==> config.mk <==
export PLATFORM = sky130hd
export DESIGN_NAME = tictactoe_game_ctrl
export DESIGN_NICKNAME = d
export VERILOG_FILES = /design/src/rtl/tictactoe_pkg.sv /design/src/rtl/tictactoe_line_checker.sv /design/src/rtl/tictactoe_game_ctrl.sv
export SDC_FILE = /design/constraint.sdc
export NUM_CORES = 1
export LEC_CHECK = 0
export BUFFER_PORTS_ARGS = -buffer_cell sky130_fd_sc_hd__buf_4
export CAP_MARGIN = 0
export CORE_MARGIN = 2
export CORE_UTILIZATION = 40
export CTS_CLUSTER_SIZE = 12
export DETAILED_ROUTE_END_ITERATION = 7
export PLACE_DENSITY = 0.69
export SYNTH_ARGS = -nofsm -noshare
export SYNTH_HDL_FRONTEND = slang
export SYNTH_HIERARCHICAL = 1
export SYNTH_SLANG_ARGS = --single-unit
==> constraint.sdc <==
create_clock -name clk -period 2.72 [get_ports clk]
set_input_delay 0.136 -clock clk [delete_from_list [all_inputs] [get_ports clk]]
set_output_delay 0.136 -clock clk [all_outputs]
set_load 0.005 [all_outputs]
==> src/rtl/tictactoe_pkg.sv <==
// Shared cell, phase and result encodings plus the eight winning lines
// used by the tic-tac-toe game controller.
package tictactoe_pkg;

  typedef enum logic [1:0] {
    EMPTY  = 2'b00,
    MARK_X = 2'b01,
    MARK_O = 2'b10
  } cell_t;

  typedef enum logic [1:0] {
    IDLE  = 2'd0,
    PLAY  = 2'd1,
    CHECK = 2'd2,
    OVER  = 2'd3
  } phase_t;

  localparam logic [1:0] WIN_NONE = 2'b00;
  localparam logic [1:0] WIN_P1   = 2'b01;
  localparam logic [1:0] WIN_P2   = 2'b10;
  localparam logic [1:0] WIN_DRAW = 2'b11;

  localparam int NUM_CELLS = 9;
  localparam int NUM_LINES = 8;

  // Cell-index triplets: three rows, three columns, two diagonals.
  localparam int LINES [NUM_LINES][3] = '{
    '{0, 1, 2}, '{3, 4, 5}, '{6, 7, 8},
    '{0, 3, 6}, '{1, 4, 7}, '{2, 5, 8},
    '{0, 4, 8}, '{2, 4, 6}
  };

  // Player 1 marks X, player 2 marks O; the mark code doubles as the winner code.
  function automatic cell_t mark_of(input logic turn);
    return turn ? MARK_O : MARK_X;
  endfunction

endpackage

==> src/rtl/tictactoe_line_checker.sv <==
// Combinational board evaluation: does `mark` own any complete line,
// and are all nine cells occupied.
module tictactoe_line_checker
  import tictactoe_pkg::*;
(
  input  logic [17:0] board,
  input  cell_t       mark,
  output logic        win,
  output logic        full
);

  always_comb begin
    win  = 1'b0;
    full = 1'b1;
    for (int i = 0; i < NUM_LINES; i++) begin
      if (board[2*LINES[i][0] +: 2] == mark &&
          board[2*LINES[i][1] +: 2] == mark &&
          board[2*LINES[i][2] +: 2] == mark)
        win = 1'b1;
    end
    for (int c = 0; c < NUM_CELLS; c++) begin
      if (board[2*c +: 2] == EMPTY)
        full = 1'b0;
    end
  end

endmodule

==> src/rtl/tictactoe_game_ctrl.sv <==
// Game sequencer for the VGA tic-tac-toe: owns board, cursor, turn and result,
// handles button edges, the per-turn timeout and win/draw evaluation.
module tictactoe_game_ctrl
  import tictactoe_pkg::*;
#(
  parameter int TIMEOUT_TICKS = 600,
  parameter int TIMER_W       = 10,
  parameter int START_CURSOR  = 4
) (
  input  logic        clk,
  input  logic        rst,
  input  logic        btn_start,
  input  logic        btn_next,
  input  logic        btn_sel,
  input  logic        tick,
  output logic [17:0] board,
  output logic [3:0]  cursor,
  output logic        turn,
  output logic [1:0]  winner,
  output logic        game_over,
  output logic [1:0]  phase
);

  localparam logic [3:0]         START_CELL = 4'(START_CURSOR);
  // With the timeout disabled this wraps to all-ones, which is where the timer saturates.
  localparam logic [TIMER_W-1:0] TIMER_LAST = TIMER_W'(TIMEOUT_TICKS - 1);
  localparam bit                 TIMEOUT_ON = (TIMEOUT_TICKS != 0);

  phase_t             state_q, state_d;
  logic [17:0]        board_q, board_d;
  logic [3:0]         cursor_q, cursor_d;
  logic               turn_q, turn_d;
  logic [1:0]         winner_q, winner_d;
  logic [TIMER_W-1:0] timer_q, timer_d;
  logic [2:0]         hist_q;

  logic  start_edge, next_edge, sel_edge;
  logic  cursor_empty, timeout;
  logic  win, full;
  logic  [3:0] free_cell;
  cell_t mark;

  assign start_edge   = btn_start & ~hist_q[0];
  assign next_edge    = btn_next  & ~hist_q[1];
  assign sel_edge     = btn_sel   & ~hist_q[2];
  assign mark         = mark_of(turn_q);
  assign cursor_empty = (board_q[{cursor_q, 1'b0} +: 2] == EMPTY);
  assign timeout      = TIMEOUT_ON && tick && (timer_q == TIMER_LAST);

  // Lowest-index empty cell, the target of an automatic placement.
  always_comb begin
    free_cell = 4'd0;
    for (int c = NUM_CELLS - 1; c >= 0; c--) begin
      if (board_q[2*c +: 2] == EMPTY)
        free_cell = 4'(c);
    end
  end

  tictactoe_line_checker u_checker (
    .board (board_q),
    .mark  (mark),
    .win   (win),
    .full  (full)
  );

  always_ff @(posedge clk or negedge rst) begin
    if (!rst) begin
      state_q  <= IDLE;
      board_q  <= '0;
      cursor_q <= START_CELL;
      turn_q   <= 1'b0;
      winner_q <= WIN_NONE;
      timer_q  <= '0;
      hist_q   <= '0;
    end else begin
      state_q  <= state_d;
      board_q  <= board_d;
      cursor_q <= cursor_d;
      turn_q   <= turn_d;
      winner_q <= winner_d;
      timer_q  <= timer_d;
      hist_q   <= {btn_sel, btn_next, btn_start};
    end
  end

  // A start edge anywhere except CHECK begins a fresh game; it outranks every other action.
  always_comb begin
    state_d  = state_q;
    board_d  = board_q;
    cursor_d = cursor_q;
    turn_d   = turn_q;
    winner_d = winner_q;
    timer_d  = timer_q;

    if (start_edge && state_q != CHECK) begin
      state_d  = PLAY;
      board_d  = '0;
      cursor_d = START_CELL;
      turn_d   = 1'b0;
      winner_d = WIN_NONE;
      timer_d  = '0;
    end else begin
      case (state_q)
        IDLE: board_d = '0;
        PLAY: begin
          if (sel_edge && cursor_empty) begin
            board_d[{cursor_q, 1'b0} +: 2] = mark;
            timer_d = '0;
            state_d = CHECK;
          end else if (timeout) begin
            board_d[{free_cell, 1'b0} +: 2] = mark;
            cursor_d = free_cell;
            timer_d  = '0;
            state_d  = CHECK;
          end else begin
            if (next_edge && !sel_edge)
              cursor_d = (cursor_q == 4'd8) ? 4'd0 : cursor_q + 4'd1;
            if (tick && timer_q != TIMER_LAST)
              timer_d = timer_q + TIMER_W'(1);
          end
        end
        CHECK: begin
          if (win) begin
            winner_d = mark;
            state_d  = OVER;
          end else if (full) begin
            winner_d = WIN_DRAW;
            state_d  = OVER;
          end else begin
            turn_d  = ~turn_q;
            state_d = PLAY;
          end
        end
        OVER: ;
        default: state_d = IDLE;
      endcase
    end
  end

  assign board     = board_q;
  assign cursor    = cursor_q;
  assign turn      = turn_q;
  assign winner    = winner_q;
  assign game_over = (state_q == OVER);
  assign phase     = state_q;

endmodule

==> out/qor.csv <==
stage;metric;value;unit
routing;detail_route.wl_per_cell;18.3;microns
timing;max-slew-margin-rel;0.455;
place;detailed_place_hpwl;7890;microns
clock_network;worst_setup_hold_path_clk_slew;0.09;ns
cells_and_area;final_common_cell;sky130_fd_sc_hd__buf_4;
synth;yosys_warnings;6;
synth;ys_ff_latch;40;
timing;setup_viol_count_final;0;
grt;first_global_vias;3522;
cells_and_area;area.growth.synth_to_final;29.9;%
cells_and_area;antenna_cells_inserted;0;
clock_network;cts_buffer_depth;2;
setup_path;cp-start-kind;flop;
routing;avgViaCountPerCell;6.23;
timing;final-hold-violation-count;0;
pwr;total_power;3620;uW
timing;final.hold.worst_slack;0.360;ns
cells_and_area;layout_common_cells;sky130_fd_sc_hd__buf_4 (92), sky130_fd_sc_hd__dfrtp_1 (32), sky130_fd_sc_hd__nand2_1 (26), sky130_fd_sc_hd__nor2_1 (25), sky130_fd_sc_hd__nor3_1 (24);
routing;drt_drc_violations_left;0;
timing;period_share;0.965;
hold_path;kind_of_path_behind_the_tightest_hold_check;in -> async;
synth;synth_nets;404;
routing;drt_wl_total;10600;microns
cells_and_area;n_fill_cell;729;
timing;setup_slack_after_layout;0.0962;ns
setup_path;reg2reg_slack;0.1;ns
grt;overflow;0;
synth;post-synth-top-area-fraction;0.302;
timing;fin_crit;2.62;ns
clock_network;cts_sinks;40;
clock_network;cts_max_level;2;
timing;unrepaired_setup_endpoints_after_global_routing;true;
floorplan;die_area;8810;sq um
place;placed_area;3930;sq um
synth;syn_area;3230;sq um
floorplan;start_util;0.416;
floorplan;die_h;93.8;microns
grt;grtUsageTotal;0.249;
synth;synth_enable_flop_cells;0;
pwr;p_leak;0.00190;uW
floorplan;ioPinCount;34;
place;dp_slack;-0.0711;ns
place;io_buffers;33;
setup_path;critical_path.max_fanout;6;
run_status;result_of_the_run;finished, final reports clean;
setup_path;cp-end-kind;flop;
floorplan;core.rowCount;32;
pwr;power.density_cell_area;864;nW/um^2
synth;synth.avg_cell_area;8.28;sq um
job;drv_cap;0;
routing;drtIter0Drc;258;
timing;drv_slew;0;
cells_and_area;fin_area;4190;sq um
synth;cell_count_after_synthesis;390;
place;finalWeightedCongestion;0.952;
synth;async_flop_share;1.00;
floorplan;die_x;93.8;microns
cells_and_area;design.final.nets;489;
routing;firstDrtPassIters;5;
setup_path;timing.setup.critical_path_class;reg -> reg;
pwr;ir_worst_vdd;347;uV
synth;postSynth.topFlopCell;sky130_fd_sc_hd__dfrtp_1;
synth;synthTopCellsByArea;sky130_fd_sc_hd__dfrtp_1 (30%), sky130_fd_sc_hd__nor3_1 (3.9%), sky130_fd_sc_hd__nor2_1 (3.1%);
clock_network;cts_inserted_buffers;5;
setup_path;worst_ep_arrival_time;2.78;ns
grt;grt_pass1_wl;17400;microns
cells_and_area;drive_gt1_frac;0.300;
grt;initial_antenna_violation_count;0;
cells_and_area;layout.core_utilization;0.540;
floorplan;core_area;7770;sq um
routing;drt.antenna.violating_nets;0;
synth;netlist-cell-type-count;70;
routing;via_count;3603;
timing;final_worst_clock_skew;0.00676;ns
setup_path;required_time_of_the_critical_path;2.88;ns
timing;timing_worst_slew_pin_value;0.815;ns
grt;pin_count_of_the_biggest_net_entering_global_routing;41;
synth;ys_seq_area_frac;0.310;
clock_network;cts.root.buffer_cell;sky130_fd_sc_hd__clkbuf_8;
clock_network;clock_tree_from_tritoncts;done;
timing;maxClockFrequency;0.381;GHz
clock_network;clkLatencyLatePin;0.29;ns
synth;synth_top_area_cell;sky130_fd_sc_hd__dfrtp_1;
## per-stage QoR
stage / std cells / TNS, ns
final: 578 / 0
after global placement: 562 / 0
after floorplan: 390 / 0
after detailed placement: 562 / -0.182
after CTS: 574 / 0
after global routing: 578 / -0.258
## layer usage
metal / GRT usage / share of wire / routed length, microns
met3: 0.0353 / 0.059 / 626
met2: 0.418 / 0.48 / 5070
met5: 0 / 0 / 0
met4: 0.117 / 0.040 / 419
met1: 0.315 / 0.42 / 4440
## registers in the layout (all words and copies together), names as in the netlist
register,cells
turn,1
phase,2
hist_q,3
board,18
winner,2
timer_q,10
cursor,4
## synthesized netlist by cell type (8+ instances only)
library cell,number
sky130_fd_sc_hd__o21ai_0,17
sky130_fd_sc_hd__inv_1,21
sky130_fd_sc_hd__nor3_1,25
sky130_fd_sc_hd__a221o_1,8
sky130_fd_sc_hd__nor2_1,27
sky130_fd_sc_hd__a21oi_1,13
sky130_fd_sc_hd__and3_1,12
sky130_fd_sc_hd__nand2_1,26
sky130_fd_sc_hd__nor4_1,16
sky130_fd_sc_hd__nand3_1,10
sky130_fd_sc_hd__o22ai_1,16
sky130_fd_sc_hd__dfrtp_1,39
sky130_fd_sc_hd__ha_1,8
sky130_fd_sc_hd__o211ai_1,9
## worst paths after layout
| path | start | end | depth (start not counted) |
|---|---|---|---|
| min | rst | board[5] | 2 |
| max reg2reg | board[8] | board[12] | 10 |
| min reg2reg | timer_q[1] | timer_q[1] | 2 |
| max | board[8] | board[12] | 10 |
| max in group asynchronous | rst | board[9] | 2 |
| min in group clk | tick | timer_q[5] | 4 |
## layout make-up
type                            count  area [sq um]  share of cell area
Inverter                           21          82.6              0.0197
Tap cell                          102           128              0.0304
Timing Repair Buffer               97           742               0.177
Multi-Input combinational cell    310          2110               0.503
Clock buffer                        6          82.6              0.0197
Sequential cell                    40          1010               0.241
Clock inverter                      2          38.8             0.00925
## critical path: stages (launching register included)
cell	delay [ns]
sky130_fd_sc_hd__dfrtp_1	0.50
sky130_fd_sc_hd__o31ai_4	0.34
sky130_fd_sc_hd__o21bai_1	0.12
sky130_fd_sc_hd__inv_1	0.12
sky130_fd_sc_hd__ha_1	0.22
sky130_fd_sc_hd__inv_1	0.10
sky130_fd_sc_hd__nor4_4	0.31
sky130_fd_sc_hd__o21bai_2	0.14
sky130_fd_sc_hd__nor4_2	0.37
sky130_fd_sc_hd__o31ai_1	0.14
sky130_fd_sc_hd__o2bb2ai_1	0.13
## cells by family after synthesis
kind of cell | Yosys count | synth area share
buffers and inverters | 40 | 0.0566
AOI/OAI and AO/OA | 131 | 0.300
and+or+nand+nor | 158 | 0.264
adders and majority gates | 8 | 0.0310
DFF | 40 | 0.310
muxes | 4 | 0.0136
xor gates and xnor gates | 9 | 0.0244
## power by group
| part | leakage (uW) | total, uW | switching, uW | internal [uW] |
|---|---|---|---|---|
| clock network | 0.0000614 | 530 | 229 | 300 |
| registers | 0.000521 | 910 | 195 | 715 |
| logic | 0.00132 | 2180 | 1190 | 998 |
| total | 0.00190 | 3620 | 1610 | 2010 |
## timing repair
action / CTS / global route
endpoints found under the setup margin: 11 / 17
pin swaps: 0 / 2
setup buffers: 0 / 4
resized for setup: 3 / 19
hold buffers: 4 / 0
endpoints found under the hold margin: 42 / 0
Note: power is estimated with default switching activity, not from simulation.
